## src/rtl/regfile_write_arbiter.sv

```systemverilog
// +--------------------------------------------------------------------------+
// | regfile_write_arbiter: round-robin / debug-lock arbiter for the regfile   |
// | write port with XZR suppression.                         Revision: 1.0    |
// +--------------------------------------------------------------------------+
`default_nettype none

module regfile_write_arbiter #(
  parameter int DATA_W = 64,
  parameter int ADDR_W = 5,
  parameter int CNT_W  = 16
) (
  input  logic                  clk,
  input  logic                  rst_n,
  input  logic [2:0]            req_valid,
  input  logic [3*ADDR_W-1:0]   req_add,
  input  logic [3*DATA_W-1:0]   req_data,
  output logic [2:0]            req_ready,
  input  logic                  dbg_lock,
  output logic                  lock_active,
  output logic                  write_en,
  output logic [ADDR_W-1:0]     write_add,
  output logic [DATA_W-1:0]     write_data,
  output logic [31:0]           pending_mask,
  output logic [CNT_W-1:0]      xzr_drop_cnt
);

  localparam int              NUM_REQ = 3;
  localparam logic [ADDR_W-1:0] XZR_ADD = ADDR_W'(31);

  typedef enum logic [0:0] {
    ARB  = 1'b0,
    LOCK = 1'b1
  } state_t;

  state_t            state;
  state_t            state_nxt;
  logic [1:0]        rr_ptr;
  logic [1:0]        rr_nxt;
  logic [2:0]        grant;
  logic              accept;
  logic              sel_is_xzr;
  logic [ADDR_W-1:0] sel_add;
  logic [DATA_W-1:0] sel_data;
  logic [ADDR_W-1:0] add_arr  [NUM_REQ];
  logic [DATA_W-1:0] data_arr [NUM_REQ];

  for (genvar i = 0; i < NUM_REQ; i++) begin : g_unpack
    assign add_arr[i]  = req_add[i*ADDR_W +: ADDR_W];
    assign data_arr[i] = req_data[i*DATA_W +: DATA_W];
  end

  always_ff @(posedge clk or negedge rst_n) begin
    if (!rst_n) begin
      state  <= ARB;
      rr_ptr <= 2'd0;
    end else begin
      state  <= state_nxt;
      rr_ptr <= rr_nxt;
    end
  end

  always_comb begin
    state_nxt = state;
    rr_nxt    = rr_ptr;
    grant     = 3'b000;
    case (state)
      ARB: begin
        if (dbg_lock) state_nxt = LOCK;
        // Search starts at rr_ptr and wraps modulo 3
        case (rr_ptr)
          2'd1: begin
            if      (req_valid[1]) grant = 3'b010;
            else if (req_valid[2]) grant = 3'b100;
            else if (req_valid[0]) grant = 3'b001;
          end
          2'd2: begin
            if      (req_valid[2]) grant = 3'b100;
            else if (req_valid[0]) grant = 3'b001;
            else if (req_valid[1]) grant = 3'b010;
          end
          default: begin
            if      (req_valid[0]) grant = 3'b001;
            else if (req_valid[1]) grant = 3'b010;
            else if (req_valid[2]) grant = 3'b100;
          end
        endcase
        if      (grant[0]) rr_nxt = 2'd1;
        else if (grant[1]) rr_nxt = 2'd2;
        else if (grant[2]) rr_nxt = 2'd0;
      end
      LOCK: begin
        if (!dbg_lock) state_nxt = ARB;
        grant[2] = req_valid[2];
      end
      default: state_nxt = ARB;
    endcase
    if (!rst_n) grant = 3'b000;
  end

  assign req_ready   = grant;
  assign lock_active = (state == LOCK);
  assign accept      = |grant;

  always_comb begin
    sel_add  = add_arr[0];
    sel_data = data_arr[0];
    case (grant)
      3'b010: begin
        sel_add  = add_arr[1];
        sel_data = data_arr[1];
      end
      3'b100: begin
        sel_add  = add_arr[2];
        sel_data = data_arr[2];
      end
      default: begin
        sel_add  = add_arr[0];
        sel_data = data_arr[0];
      end
    endcase
  end

  assign sel_is_xzr = (sel_add == XZR_ADD);

  always_ff @(posedge clk or negedge rst_n) begin
    if (!rst_n) begin
      write_en   <= 1'b0;
      write_add  <= '0;
      write_data <= '0;
    end else begin
      write_en <= accept && !sel_is_xzr;
      if (accept && !sel_is_xzr) begin
        write_add  <= sel_add;
        write_data <= sel_data;
      end
    end
  end

  always_ff @(posedge clk or negedge rst_n) begin
    if (!rst_n) begin
      xzr_drop_cnt <= '0;
    end else if (accept && sel_is_xzr && (xzr_drop_cnt != {CNT_W{1'b1}})) begin
      xzr_drop_cnt <= xzr_drop_cnt + 1'b1;
    end
  end

  for (genvar r = 0; r < 32; r++) begin : g_pending
    if (r == 31) begin : g_xzr
      assign pending_mask[r] = 1'b0;
    end else begin : g_reg
      localparam logic [ADDR_W-1:0] REG_ADD = ADDR_W'(r);
      assign pending_mask[r] = (req_valid[0] && (add_arr[0] == REG_ADD)) ||
                               (req_valid[1] && (add_arr[1] == REG_ADD)) ||
                               (req_valid[2] && (add_arr[2] == REG_ADD)) ||
                               (write_en && (write_add == REG_ADD));
    end
  end

endmodule

`default_nettype wire

```

## config.mk

```make
export PLATFORM = sky130hd
export DESIGN_NAME = regfile_write_arbiter
export DESIGN_NICKNAME = d
export VERILOG_FILES = /design/src/rtl/regfile_write_arbiter.sv
export SDC_FILE = /design/constraint.sdc
export NUM_CORES = 1
export LEC_CHECK = 0
export ABC_AREA = 0
export BUFFER_PORTS_ARGS = -buffer_cell sky130_fd_sc_hd__buf_2
export CORE_UTILIZATION = 25
export DETAILED_ROUTE_END_ITERATION = 6
export GPL_TIMING_DRIVEN = 1
export PLACE_DENSITY_LB_ADDON = 0.3
export SETUP_SLACK_MARGIN = 0.02
export SLEW_MARGIN = 20
export SYNTH_ARGS = -nofsm -noshare
export SYNTH_HDL_FRONTEND = slang
export SYNTH_SLANG_ARGS = --single-unit
```

## constraint.sdc

```tcl
create_clock -name clk -period 5.1 [get_ports clk]
set_clock_uncertainty 0.1 [all_clocks]
set_input_delay 0.51 -clock clk [delete_from_list [all_inputs] [get_ports clk]]
set_output_delay 0.51 -clock clk [all_outputs]
set_load 0.005 [all_outputs]
```

==> Word-level counts from Yosys, hierarchy flattened <==
Cells that the tools add are included.
{ "word_totals": {"memories": 0, "output_inout_bits": 122, "ff_bits": 89, "mem_bits_rw": 0, "in_bits": 213, "rom_bits": 0, "latch_bits": 0} }
{ "classes": {"n_lt_le_gt_ge": 0, "bitwise_logic": 1, "multipliers": 0, "shifts": 0, "muxes": 20, "n_eq_ne": 126, "add_sub_neg": 1, "div": 0, "n_reduce_logical": 228} }
{ "op_table": {"columns": ["operator", "count"], "rows": [
  ["$eq A5 B5 Y1 const B", 61],
  ["$eq A5 B4 Y1 const B", 32],
  ["$pmux W64 S2", 1],
  ["$logic_and A1 B1 Y1", 127],
  ["$logic_or A1 B1 Y1", 93],
  ["$eq A5 B3 Y1 const B", 16],
  ["$eq A5 B2 Y1 const B", 8],
  ["$mux W3", 8],
  ["$eq A5 B1 Y1 const B", 4],
  ["$logic_not A5 Y1", 4],
  ["$add A16 B1 Y16 const B", 1],
  ["$ne A16 B16 Y1 const B", 1],
  ["$mux W2", 6],
  ["$pmux W5 S2", 1],
  ["$pmux W3 S2", 1],
  ["$eq A3 B2 Y1 const B", 1],
  ["$eq A3 B3 Y1 const B", 1],
  ["$reduce_bool A3 Y1", 1],
  ["$reduce_or A3 Y1", 1],
  ["$eq A2 B1 Y1 const B", 1],
  ["$eq A2 B2 Y1 const B", 1],
  ["$mux W1", 2],
  ["$pmux W1 S2", 1],
  ["$reduce_and A2 Y1", 1],
  ["other kinds (2)", 2]
]} }

==> Longest topological paths before layout <==
{ "logic_depth": {"depth_word": 12, "depth_mapped": 13, "ltp_nobuf": 9} }

==> Worst setup path after synthesis <==
OpenSTA, ideal clock, no wires.
{ "synth_path": {"kind": "register to register", "start": "reg rr_ptr[0]", "end": "reg write_data[24]", "setup_time_ns": 0.125, "synth_period_minus_slack_ns": 3.108, "path_slack_ns": 1.992, "t_required_ns": 4.875, "path_stages_with_launch": 12, "arrival_time_ns": 2.883, "path_cell_list": "dfrtp_1 inv_1 ha_1 buf_2 o311ai_1 a2bb2oi_2 nor2_1 a21oi_1 o21a_4 buf_6 buf_6 mux2_4"} }
{ "synth_via": {"elab_chain_cells": 10} }
{ "synth_lines": {"columns": ["item", "line", "source"], "rows": [
  ["start, declared", "37", "logic [1:0] rr_ptr;"],
  ["start signal, assigned", "58", "rr_ptr <= rr_nxt;"],
  ["$eq A2 B2 Y1 or $eq A2 B1 Y1 (tied branches)", "70", "case (rr_ptr)"],
  ["$pmux W3 S2 (*)", "70", null],
  ["$mux W3 (*)", "66", "case (state)"],
  ["$pmux W1 S2 or $mux W2 (tied branches)", "66", null],
  ["$mux W3 (*)", "97", "if (!rst_n) grant = 3'b000;"],
  ["$eq A3 B3 Y1 or $eq A3 B2 Y1 (tied branches)", "107", "case (grant)"],
  ["$pmux W5 S2", "107", null],
  ["$eq A5 B5 Y1", "123", "assign sel_is_xzr = (sel_add == XZR_ADD);"],
  ["$logic_not A1 Y1", "132", "if (accept && !sel_is_xzr) begin"],
  ["$logic_and A1 B1 Y1", "132", null],
  ["end signal, assigned", "134", "write_data <= sel_data;"],
  ["end, declared", "22", "output logic [DATA_W-1:0] write_data,"]
]} }
Every way passes the cells marked *; elsewhere a longest branch is shown, timed or not. The select of a mux whose other input is x is not followed.
A chain may end at the register's enable or synchronous reset.

==> Final worst setup path <==
{ "layout_path": {"start": "in rst_n", "end": "reg write_data[22]"} }
{ "layout_via": {"elab_chain_cells": 6} }
{ "layout_lines": {"columns": ["item", "line", "source"], "rows": [
  ["start, declared", "13", "input logic rst_n,"],
  ["$mux W3 (*)", "97", null],
  ["$eq A3 B3 Y1 or $eq A3 B2 Y1 (tied branches)", "107", null],
  ["$pmux W5 S2", "107", null],
  ["$eq A5 B5 Y1", "123", null],
  ["$logic_not A1 Y1", "132", null],
  ["$logic_and A1 B1 Y1", "132", null]
]} }
Every way passes the cells marked *; elsewhere a longest branch is shown, timed or not.

==> summary.md <==
| Metric | Value |
|---|---|
| Root cell of the clock tree | clkbuf_16 |
| GRT Total Usage | roughly a fifth |
| Req. time, crit path | about 5.2 ns |
| Setup slack at placement | about 1 ns |
| Power per Cell Area | 428 nW/µm² |
| Antenna Violating Nets Remaining | 0 |
| Critical path endpoint category | flop |
| Synthesized Nets | 893 |
| Later-pin clock latency in the skew report | around 0.34 ns |
| Number of synthesized flops with an enable pin | 0 |
| Post-layout min period | between 4 and 5 ns |
| # resized after CTS | 0 |
| Slowest CP cell | and2_2 |
| DIE WIDTH | roughly 160 µm |
| Post-placement cell count | around 1,300 |
| Actual slew at the worst max-slew pin | 1.04 ns |
| DP HPWL | roughly 19 mm |
| Placed cell areas | roughly 8000 µm² |
| Iter 0 DRT Violations | around 460 |
| Total Wirelength | between 20 and 25 mm |
| Clock Sinks | 89 |
| Asr flop ratio synth | 100% |
| CP Launch Point | rst_n |
| Setup violators final | 0 |
| CP Launch Type | input pin |
| Pleak | roughly 4.2 nW |
| Final Hold Viols | 0 |
| First-pass GRT wire length | 36.3 mm |
| Max cap viols | 0 |
| RSZ-0062 raised after global routing | no |
| Crit path max fanout | 31 |
| Drt first pass iters | 5 |
| Worst min path class | in -> reg |
| Post-CTS Setup Repair Bufs | 0 |
| Final clock period utilization by the worst path | between 80% and 90% |
| Cts hold-fix bufs | 1 |
| Delay of the slowest cell on the worst path | 0.57 ns |
| Critical Path AT | ~4.4 ns |
| Relative slew slack | between 20 and 30% |
| Number of global-route vias before repair | approximately 6,400 |
| Vias | about 6,600 |
| Most common cell on crit path | buf_4 |
| P_int | 0.00220 W |
| Initial Util | roughly a quarter |
| Final #Nets | approximately 1,200 |
| Final cell count without fillers | between 1,000 and 1,500 |
| Post-Syn Instances | around 680 |
| CTS clk-pin slew, worst paths | about 0.070 ns |
| Core Rows | 56 |
| Design area | between 8000 and 9000 µm² |
| Switching Share | around 38% |
| Hold_sp | dbg_lock |
| Status | completed |
| Sequential area share after synthesis | between 30% and 40% |
| Count leader, synth | nand2_1 |
| Clock power share | between 15 and 20% |
| Die ar. | between 20,000 and 25,000 µm² |
| Num ports | about 340 |
| Initial antenna violation count | 0 |
| WL per Instance | between 15 and 20 µm |
| Seq cells post-synth | roughly 90 |
| Post-synth top cells | nand2_1 (161), dfrtp_1 (89), a22oi_1 (73) |
| Dominant synthesized flop cell | dfrtp_1 |
| Crit path kind | in -> reg |
| CTS buffer count | 9 |
| Largest net degree at the start of global routing | 65 |
| Clk buf depth | 2 |
| Synth area leader | dfrtp_1 |
| Cell Area, Synth | ~6000 µm² |
| Combinational power share | 46.5% |
| Proportion of layout cells with a drive suffix above 1 | ~45% |
| Synth unique cells | 55 |
| Die height | 157 µm |
| Core box area | between 20,000 and 25,000 µm² |
| Setup_tns | 0 ns |
| Share of power burned in registers | 33.8% |
| CP delay by family, top | buffers and inverters |
| Syn avg cell area | between 8 and 9 µm² |
| CTS tree | yes |
| Layout area overhead | 37.3% |
| Fin worst setup slack | around 0.9 ns |
| Share of the synthesized area in the top cell type | 36.9% |
| R2R Path Start | rr_ptr[0]$_DFFE_PN0P_ |
| Worst path cell trace | dlygate4sd3_1 -> buf_4 -> nand2b_1 -> a311oi_4 -> and2_2 -> o311ai_2 -> nand4_4 -> o21a_4 -> buf_4 -> mux2_2 |
| Max VDD drop | 0.169 mV |
| Yosys warnings | 0 |
| Final Wtd Congestion | between 0.9 and 1 |
| DRC violations left | 0 |
| Max-slew violations | 0 |
| Critical path buffers and inverters | 3 |
| Grt total ovfl | 0 |
| Via density | 5.04 |
| Achievable Freq | 0.237 GHz |
| Switching pwr | between 0.001 and 0.0015 W |
| H-tree depth | 3 |
| Port bufs | between 300 and 400 |
| Largest cells by area after synthesis | dfrtp_1 (37%), nand2_1 (10%), mux2_2 (9.3%) |
[power by group through the flow]
stage / clock network, W / logic (W) / registers, W
after global routing: 0.000752 / 0.00180 / 0.00124
after CTS: 0.000722 / 0.00167 / 0.00120
final: 0.000695 / 0.00165 / 0.00120
after floorplan: 0 / 0.000951 / 0.00121
after detailed placement: 0 / 0.00167 / 0.00121
after global placement: 0 / 0.00165 / 0.00120
[area by class of cell]
class                           count  area, µm²
Fill cell                        2566      15300
Multi-Input combinational cell    529       3560
Sequential cell                    89       2230
Timing Repair Buffer              341       1730
Tap cell                          319        399
Clock buffer                       10        239
Clock inverter                      6       77.6
Inverter                           12       45.0
Antenna cell                        1       2.50
[routing by layer]
layer | vias to the layer above | wire (µm) | global-route usage, %
li1 | 3102 | - | -
met1 | 3153 | 9490 | 22.8
met4 | 0 | 439 | 6.10
met2 | 305 | 12400 | 34.5
met3 | 27 | 1680 | 3.55
met5 | - | 0 | 0
[stage by stage]
step / total power (W) / hold WS [ns] / util (%)
final: 0.00354 / 0.191 / 35.2
after global routing: 0.00380 / 0.174 / 35.2
after CTS: 0.00360 / 0.175 / 35.2
after detailed placement: 0.00288 / 0.372 / 33.8
after global placement: 0.00286 / 0.362 / 33.8
after floorplan: 0.00216 / 0.114 / -
[state kept, by name (all words and copies together) (netlist names)]
name	flops
lock_active	1
rr_ptr	2
write_add	5
write_data	64
write_en	1
xzr_drop_cnt	16
[cell families after synthesis]
kind of cell / after synthesis / share of synthesized area, %
mux: 66 / 13.3
simple gates: 283 / 20.8
xor+xnor: 14 / 2.03
compound gates: 162 / 21.8
fa+ha+maj: 3 / 0.622
flops: 89 / 36.9
buf+inv: 59 / 4.42
other cells: 1 / 0.0622
[final timing paths]
| check | endpoint | slack (ns) | cells past startpoint |
|---|---|---|---|
| worst max-delay path | write_data[22]$_DFFE_PN0P_ | 0.88 | 10 |
| min in group asynchronous | xzr_drop_cnt[6]$_DFFE_PN0P_ | 0.55 | 2 |
| max in group asynchronous | write_data[63]$_DFFE_PN0P_ | 3.17 | 3 |
| worst max register to register | write_data[22]$_DFFE_PN0P_ | 1.03 | 10 |
| worst min-delay path | lock_active$_DFF_PN0_ | 0.19 | 1 |
| worst min register to register | xzr_drop_cnt[7]$_DFFE_PN0P_ | 0.39 | 1 |
[worst reg2reg max path: stages (launching register included)]
cell,delay (ns)
dfrtp_1,0.36
inv_1,0.06
ha_1,0.43
nand2b_2,0.29
a311oi_4,0.40
and2_2,0.57
o311ai_2,0.24
nand4_4,0.26
o21a_4,0.45
buf_4,0.42
mux2_2,0.38
[placed cells by master, fill, tap and decap left out, drive strengths merged, types with 6 or more instances in the layout]
cell type,synthesis,routed
a21oi,13,13
a22oi,73,73
buf,18,340
clkbuf,29,10
dfrtp,89,89
inv,12,13
mux2,66,66
nand2,161,161
nand2b,13,13
nand3,21,21
nand4,9,9
nor2,38,38
nor2b,10,10
nor3,15,15
o221ai,27,27
o22a,6,6
o22ai,6,6
o311ai,7,7
xor2,13,13
(Power assumes the default switching activity.)
